**src/rtl/audio_mix_pkg.sv**
```systemverilog
// Shared definitions for the audio channel mixer.
//   mix_state_e      : sequencing states of the mixer
//   GAIN_W           : width of per-channel and master gain values
//   UNITY_GAIN       : gain code representing 1.0 (128/128)
//   ROUTE_L, ROUTE_R : bit positions inside each channel's 2-bit route field
package audio_mix_pkg;

  typedef enum logic [1:0] {
    ST_IDLE   = 2'd0,
    ST_ACCUM  = 2'd1,
    ST_SCALE  = 2'd2,
    ST_OUTPUT = 2'd3
  } mix_state_e;

  localparam int              GAIN_W     = 8;
  localparam logic [GAIN_W-1:0] UNITY_GAIN = 8'd128;
  localparam int              ROUTE_L    = 0;
  localparam int              ROUTE_R    = 1;

endpackage

```
**src/rtl/audio_mix_sat.sv**
```systemverilog
// Saturate a wide signed value to the signed DW range, then align it to the
// OUT_W output width (zero-fill LSBs when widening, drop LSBs when narrowing).
//   din  : wide signed input value
//   dout : saturated, aligned signed output
//   clip : 1 when din lay outside the signed DW range
module audio_mix_sat #(
  parameter int IN_W  = 34,
  parameter int DW    = 16,
  parameter int OUT_W = 16
) (
  input  logic signed [IN_W-1:0]  din,
  output logic        [OUT_W-1:0] dout,
  output logic                    clip
);

  localparam int                    MAX_I   = (1 << (DW - 1)) - 1;
  localparam logic signed [IN_W-1:0] SAT_MAX = IN_W'(MAX_I);
  localparam logic signed [IN_W-1:0] SAT_MIN = IN_W'(-MAX_I - 1);

  logic signed [DW-1:0] sat;

  // NOTE: every signal written in an always_comb gets a default first, so no
  // path leaves it unassigned and no latch is inferred.
  always_comb begin
    clip = 1'b0;
    sat  = din[DW-1:0];
    if (din > SAT_MAX) begin
      sat  = {1'b0, {(DW-1){1'b1}}};
      clip = 1'b1;
    end else if (din < SAT_MIN) begin
      sat  = {1'b1, {(DW-1){1'b0}}};
      clip = 1'b1;
    end
  end

  generate
    if (OUT_W > DW) begin : g_widen
      assign dout = {sat, {(OUT_W-DW){1'b0}}};
    end else if (OUT_W == DW) begin : g_same
      assign dout = sat;
    end else begin : g_narrow
      // Arithmetic shift then truncate keeps the top OUT_W bits.
      assign dout = OUT_W'(sat >>> (DW - OUT_W));
    end
  endgenerate

endmodule

```
**src/rtl/audio_channel_mixer.sv**
```systemverilog
// Multi-channel audio mixer: weights NUM_CH input samples by per-channel gains,
// routes them into left/right sums, applies a ramping master gain, saturates
// and presents one stereo sample through a valid/ready handshake.
//   clk_sys, reset_n          : clock and asynchronous active-low reset
//   sample_stb, ch_data       : one-cycle strobe with a packed sample set
//   ch_signed/ch_gain/ch_route: per-channel format, gain (128 = 1.0), routing
//   mute                      : ramp master gain down (1) or up (0) per transfer
//   out_valid/out_ready/out_l/out_r : stereo output handshake
//   busy, overrun, clip_l, clip_r, muted : status
module audio_channel_mixer
  import audio_mix_pkg::*;
#(
  parameter int NUM_CH    = 4,
  parameter int DW        = 16,
  parameter int OUT_W     = 16,
  parameter int RAMP_STEP = 1
) (
  input  logic                     clk_sys,
  input  logic                     reset_n,
  input  logic                     sample_stb,
  input  logic [NUM_CH*DW-1:0]     ch_data,
  input  logic [NUM_CH-1:0]        ch_signed,
  input  logic [NUM_CH*GAIN_W-1:0] ch_gain,
  input  logic [NUM_CH*2-1:0]      ch_route,
  input  logic                     mute,
  output logic                     out_valid,
  input  logic                     out_ready,
  output logic [OUT_W-1:0]         out_l,
  output logic [OUT_W-1:0]         out_r,
  output logic                     busy,
  output logic                     overrun,
  output logic                     clip_l,
  output logic                     clip_r,
  output logic                     muted
);

  // Sum of NUM_CH products of DW x 9 bits cannot overflow this width.
  localparam int ACC_W  = DW + 9 + $clog2(NUM_CH);
  localparam int PROD_W = ACC_W + 9;
  localparam int IDX_W  = (NUM_CH > 1) ? $clog2(NUM_CH) : 1;
  localparam logic [IDX_W-1:0]  LAST_IDX = IDX_W'(NUM_CH - 1);
  localparam logic [GAIN_W:0]   STEP     = (GAIN_W + 1)'(RAMP_STEP);

  mix_state_e                state_q, state_d;
  logic [IDX_W-1:0]          idx_q, idx_d;
  logic [NUM_CH*DW-1:0]      data_q, data_d;
  logic [NUM_CH-1:0]         sgn_q, sgn_d;
  logic [NUM_CH*GAIN_W-1:0]  gain_q, gain_d;
  logic [NUM_CH*2-1:0]       route_q, route_d;
  logic signed [ACC_W-1:0]   acc_l_q, acc_l_d, acc_r_q, acc_r_d;
  logic [GAIN_W-1:0]         master_q, master_d;
  logic                      out_valid_q, out_valid_d;
  logic [OUT_W-1:0]          out_l_q, out_l_d, out_r_q, out_r_d;
  logic                      overrun_q, overrun_d;
  logic                      clip_l_q, clip_l_d, clip_r_q, clip_r_d;

  // Current channel term during ACCUM.
  logic [DW-1:0]             cur_raw, cur_smp;
  logic [1:0]                cur_route;
  logic signed [DW+8:0]      cur_prod;
  logic signed [ACC_W-1:0]   cur_term;

  // Master-gain scaling during SCALE.
  logic signed [GAIN_W:0]    master_s;
  logic signed [ACC_W-1:0]   sh_l, sh_r;
  logic signed [PROD_W-1:0]  scaled_l, scaled_r;
  logic [OUT_W-1:0]          sat_l, sat_r;
  logic                      sat_clip_l, sat_clip_r;
  logic [GAIN_W:0]           master_up;
  logic                      transfer;

  always_comb begin
    cur_raw   = data_q[int'(idx_q)*DW +: DW];
    // Offset binary becomes two's complement by flipping the MSB.
    cur_smp   = sgn_q[idx_q] ? cur_raw : {~cur_raw[DW-1], cur_raw[DW-2:0]};
    cur_prod  = $signed(cur_smp) * $signed({1'b0, gain_q[int'(idx_q)*GAIN_W +: GAIN_W]});
    cur_term  = ACC_W'(cur_prod);
    cur_route = route_q[int'(idx_q)*2 +: 2];

    master_s  = {1'b0, master_q};
    sh_l      = acc_l_q >>> 7;
    sh_r      = acc_r_q >>> 7;
    scaled_l  = (PROD_W'(sh_l) * PROD_W'(master_s)) >>> 7;
    scaled_r  = (PROD_W'(sh_r) * PROD_W'(master_s)) >>> 7;
    master_up = {1'b0, master_q} + STEP;
  end

  audio_mix_sat #(.IN_W(PROD_W), .DW(DW), .OUT_W(OUT_W)) u_sat_l (
    .din (scaled_l),
    .dout(sat_l),
    .clip(sat_clip_l)
  );

  audio_mix_sat #(.IN_W(PROD_W), .DW(DW), .OUT_W(OUT_W)) u_sat_r (
    .din (scaled_r),
    .dout(sat_r),
    .clip(sat_clip_r)
  );

  assign transfer = out_valid_q & out_ready;

  always_comb begin
    state_d     = state_q;
    idx_d       = idx_q;
    data_d      = data_q;
    sgn_d       = sgn_q;
    gain_d      = gain_q;
    route_d     = route_q;
    acc_l_d     = acc_l_q;
    acc_r_d     = acc_r_q;
    master_d    = master_q;
    out_valid_d = out_valid_q;
    out_l_d     = out_l_q;
    out_r_d     = out_r_q;
    overrun_d   = 1'b0;
    clip_l_d    = 1'b0;
    clip_r_d    = 1'b0;

    unique case (state_q)
      ST_IDLE: begin
        if (sample_stb) begin
          data_d  = ch_data;
          sgn_d   = ch_signed;
          gain_d  = ch_gain;
          route_d = ch_route;
          acc_l_d = '0;
          acc_r_d = '0;
          idx_d   = '0;
          state_d = ST_ACCUM;
        end
      end

      ST_ACCUM: begin
        overrun_d = sample_stb;
        if (cur_route[ROUTE_L]) acc_l_d = acc_l_q + cur_term;
        if (cur_route[ROUTE_R]) acc_r_d = acc_r_q + cur_term;
        if (idx_q == LAST_IDX) state_d = ST_SCALE;
        else                   idx_d   = idx_q + IDX_W'(1);
      end

      ST_SCALE: begin
        overrun_d   = sample_stb;
        out_l_d     = sat_l;
        out_r_d     = sat_r;
        clip_l_d    = sat_clip_l;
        clip_r_d    = sat_clip_r;
        out_valid_d = 1'b1;
        state_d     = ST_OUTPUT;
      end

      ST_OUTPUT: begin
        if (transfer) begin
          out_valid_d = 1'b0;
          // The transferred sample was scaled with the old master gain.
          if (mute) begin
            master_d = ({1'b0, master_q} >= STEP) ? master_q - STEP[GAIN_W-1:0] : '0;
          end else begin
            master_d = (master_up >= {1'b0, UNITY_GAIN}) ? UNITY_GAIN : master_up[GAIN_W-1:0];
          end
          if (sample_stb) begin
            data_d  = ch_data;
            sgn_d   = ch_signed;
            gain_d  = ch_gain;
            route_d = ch_route;
            acc_l_d = '0;
            acc_r_d = '0;
            idx_d   = '0;
            state_d = ST_ACCUM;
          end else begin
            state_d = ST_IDLE;
          end
        end else begin
          overrun_d = sample_stb;
        end
      end

      default: state_d = ST_IDLE;
    endcase
  end

  // NOTE: sequential state uses non-blocking assignments only, so every flop
  // samples the pre-edge values regardless of statement order.
  // NOTE: the latched sample registers are reset as well; they are few and a
  // known value keeps the datapath free of X after reset.
  always_ff @(posedge clk_sys or negedge reset_n) begin
    if (!reset_n) begin
      state_q     <= ST_IDLE;
      idx_q       <= '0;
      data_q      <= '0;
      sgn_q       <= '0;
      gain_q      <= '0;
      route_q     <= '0;
      acc_l_q     <= '0;
      acc_r_q     <= '0;
      master_q    <= UNITY_GAIN;
      out_valid_q <= 1'b0;
      out_l_q     <= '0;
      out_r_q     <= '0;
      overrun_q   <= 1'b0;
      clip_l_q    <= 1'b0;
      clip_r_q    <= 1'b0;
    end else begin
      state_q     <= state_d;
      idx_q       <= idx_d;
      data_q      <= data_d;
      sgn_q       <= sgn_d;
      gain_q      <= gain_d;
      route_q     <= route_d;
      acc_l_q     <= acc_l_d;
      acc_r_q     <= acc_r_d;
      master_q    <= master_d;
      out_valid_q <= out_valid_d;
      out_l_q     <= out_l_d;
      out_r_q     <= out_r_d;
      overrun_q   <= overrun_d;
      clip_l_q    <= clip_l_d;
      clip_r_q    <= clip_r_d;
    end
  end

  assign out_valid = out_valid_q;
  assign out_l     = out_l_q;
  assign out_r     = out_r_q;
  assign overrun   = overrun_q;
  assign clip_l    = clip_l_q;
  assign clip_r    = clip_r_q;
  assign busy      = (state_q != ST_IDLE);
  assign muted     = (master_q == '0);

endmodule

```
**config.mk**
```make
export PLATFORM = sky130hd
export DESIGN_NAME = audio_channel_mixer
export DESIGN_NICKNAME = d
export VERILOG_FILES = /design/src/rtl/audio_mix_pkg.sv /design/src/rtl/audio_mix_sat.sv /design/src/rtl/audio_channel_mixer.sv
export SDC_FILE = /design/constraint.sdc
export NUM_CORES = 2
export LEC_CHECK = 0
export CORE_ASPECT_RATIO = 1.75
export CORE_MARGIN = 10
export CORE_UTILIZATION = 40
export DETAILED_ROUTE_END_ITERATION = 8
export GPL_ROUTABILITY_DRIVEN = 0
export SLEW_MARGIN = 40
export SYNTH_ARGS = -nofsm -noshare
export SYNTH_HDL_FRONTEND = slang
export SYNTH_SLANG_ARGS = --single-unit
```
**constraint.sdc**
```tcl
create_clock -name clk_sys -period 9.4 [get_ports clk_sys]
set_input_delay 0.94 -clock clk_sys [delete_from_list [all_inputs] [get_ports clk_sys]]
set_output_delay 0.94 -clock clk_sys [all_outputs]
set_load 0.005 [all_outputs]
```
==> summary.txt <==
Yosys
  – Post-Synth XOR/XNOR Area: 0.0366
  – Synthesized flop and latch total: 210
  – Largest family of logic cells by synthesized area: adder cells
  – Area share of the largest cell type after synthesis: 0.262
  – Avg Inst Size Synth: 9.37 um^2
  – Synth Warn #: 0
  – Leading area contributor after synthesis: fa_1
  – Cells after synthesis: a little under 3,000
  – Netlist cell types: 82
  – Compound-Gate Fraction of Synth Area: 0.0875
  – Synth top cells by count: inv_1 (549), fa_1 (354), nand2_1 (293)
  – Post-synth EDFFs: 0
  – Sequential-to-total area share from yosys stat: 0.195
  – Synth Area in Simple Gates: 0.153
  – Mux cell area share after synthesis: 0.0691
  – Top-count cell post-synth: inv_1
  – Async SR Flop Fraction: 1.00
  – Synth Cell Area: between 20,000 and 30,000 um^2
  – Synth area leaders: fa_1 (26%), dfrtp_1 (19%), ha_1 (10%), inv_1 (7.6%), and2_1 (5.4%)
  – Net Count, Synth: 3,575
  – Predominant post-synthesis flop cell: dfrtp_1
  – Post-synthesis adder-cell area fraction: 0.367

STA
  – Final Skew: about 0.032 ns
  – Fin. max-slew vios: 0
  – Relative slew margins: 0.452
  – RSZ-0062 raised after global routing: no
  – Fin crit share: 0.905
  – Least-Margin Pin Slew: slightly above 0.8 ns
  – Fin crit period: around 8.5 ns
  – Final-report hold violation count: 0
  – Fmax: 118 MHz
  – Final TNS setup: 0 ns
  – Final setup viols: 0

Floorplan
  – Initial core utilization: 0.402
  – Top-level port count: 151
  – Die Footprint: roughly 80,000 um^2
  – Core ar.: 67,200 um^2
  – FP Rows: approximately 130
  – Die H: around 360 um
  – Die Width: about 220 um

Routing
  – DR pass1 iterations: 8
  – Final ANT Viol Nets: 0
  – WL final: approximately 67,000 um
  – Wire per inst: ~17 um
  – Vias: between 15,000 and 20,000
  – Starting DRT DRC Count: ~710
  – DRC viols: 0
  – Vias per std cell: ~5.1

Clock network
  – Clock Sinks: 210
  – CTS tree: yes
  – CTS Buffer Depth: 3
  – Postcts setup bufs: 0
  – CTS Hold Bufs: 0
  – Post_cts resized: 0
  – Root buf cell: clkbuf_16
  – CTS clk-pin slew, worst paths: roughly 0.060 ns
  – Total CTS buffers: 26
  – H-tree depth: 1
  – Worst skew pair latency: around 0.6 ns

Setup path
  – CP Data Required Time: 9.88 ns
  – CP Capture Type: flop
  – WS Path Type: reg -> reg
  – Crit path launch type: flop
  – Max FO, Critical Path: 29
  – Crit path DAT: between 8 and 9 ns

Min path
  – Hold Crit Class: in -> async

Global route
  – Global-route wire length before repair: 111,000 um
  – Total Routing Usage GR: 0.170
  – Largest net degree at the start of global routing: 80
  – Initial antenna violation count: 0
  – Congestion Overflow GR: 0
  – Vias in the first global route: about 22,000

Outcome
  – Status: completed

Cells and area
  – Diode count: 0
  – FILL cells: around 6,400
  – Ratio of cells with drive above 1 in the final layout: 0.0791
  – Syn-to-layout area delta: 12.4%
  – Final #Nets: between 3,000 and 4,000

Placed design
  – DP HPWL: between 50,000 and 60,000 um
  – I/O Buffers: 150

Run
  – Maxcap violations: 0
==> per-stage QoR <==
stage | hold slack (ns) | setup slack (ns) | instances | util | cell area, um^2
after floorplan | 0.473 | 1.34 | 2883 | - | 27000
after global placement | 0.476 | 0.863 | 3829 | 0.437 | 29300
after detailed placement | 0.486 | 0.931 | 3830 | 0.438 | 29400
after CTS | 0.334 | 0.914 | 3878 | 0.452 | 30300
after global routing | 0.372 | 0.308 | 3879 | 0.452 | 30400
final | 0.322 | 0.894 | 3879 | 0.452 | 30400
==> critical path, cell delays in order (launching register included) <==
cell and delay (ns):
dfrtp_4 0.78, mux4_2 0.77, and2_1 0.26, fa_1 0.45
fa_1 0.56, inv_1 0.05, fa_1 0.47, fa_1 0.55
inv_1 0.04, ha_1 0.34, o21a_1 0.18, o31a_1 0.12
o211ai_1 0.26, a21oi_1 0.10, nor2_1 0.21, o21bai_1 0.09
a21oi_1 0.18, xnor2_1 0.20, ha_1 0.35, a21o_1 0.18
a21oi_1 0.21, o21ai_0 0.16, o31ai_1 0.34, a21oi_1 0.14
or2_2 0.30, o41ai_1 0.56, o21ai_0 0.20, a211o_1 0.28
==> layout by cell type (no fill, tap or decap), types with 26 or more instances in the layout <==
cell type	instances
mux2_2	111
nand2_1	293
ha_1	224
fa_1	354
clkdlybuf4s50_1	149
nor3_1	27
o21ai_0	92
xor2_1	37
nor2_1	56
nand3_1	112
dfrtp_1	204
a21oi_1	90
mux4_2	26
a21o_1	35
xnor2_1	76
and2_1	232
clkbuf_16	26
inv_1	549
==> logic make-up after synthesis <==
kind of cell / count (synthesis)
simple gates: 819
buf+inv: 664
fa+ha+maj: 579
compound gates: 358
flops: 210
mux: 140
xor+xnor: 113
==> cell type report <==
| type | count | area, um^2 | share of cell area |
|---|---|---|---|
| clock buffer | 34 | 741 | 0.0244 |
| clock inverter | 14 | 198 | 0.00651 |
| inverter | 551 | 2070 | 0.0681 |
| multi-input combinational | 2009 | 19300 | 0.635 |
| sequential | 210 | 5270 | 0.174 |
| tap | 896 | 1120 | 0.0369 |
| timing repair buffer | 165 | 1670 | 0.0550 |
==> flip-flops by register name (all words and copies together) (netlist names), 4 cells and up <==
signal	count
data_q	64
route_q	8
acc_r_q	27
out_r	16
sgn_q	4
gain_q	32
acc_l_q	27
master_q	8
out_l	16
==> routing by layer <==
metal | part of all wire | vias to the layer above | wire length [um] | global-route usage
met4 | 0.033 | 0 | 2180 | 0.0605
met3 | 0.039 | 120 | 2630 | 0.0231
met2 | 0.55 | 427 | 36400 | 0.337
li1 | - | 9363 | - | -
met1 | 0.38 | 9978 | 25300 | 0.178
met5 | 0 | - | 0 | 0
==> path summary, 6_finish.rpt <==
kind,startpoint,to,slack [ns],depth (start not counted)
setup / recovery,idx_q[0]$_DFFE_PN0P_,acc_l_q[25]$_DFFE_PN0P_,0.89,27
hold / removal,reset_n,out_l[12]$_DFFE_PN0P_,0.32,1
setup reg to reg,idx_q[0]$_DFFE_PN0P_,acc_l_q[25]$_DFFE_PN0P_,0.89,27
hold reg to reg,out_r[14]$_DFFE_PN0P_,out_r[14]$_DFFE_PN0P_,0.49,2
max in group asynchronous,reset_n,data_q[25]$_DFFE_PN0P_,7.38,3
min in group clk_sys,out_r[14]$_DFFE_PN0P_,out_r[14]$_DFFE_PN0P_,0.49,2
Power is left out: the tool's default activity adds up to more than one toggle a clock period on the data nets, which glitch-free logic cannot reach.
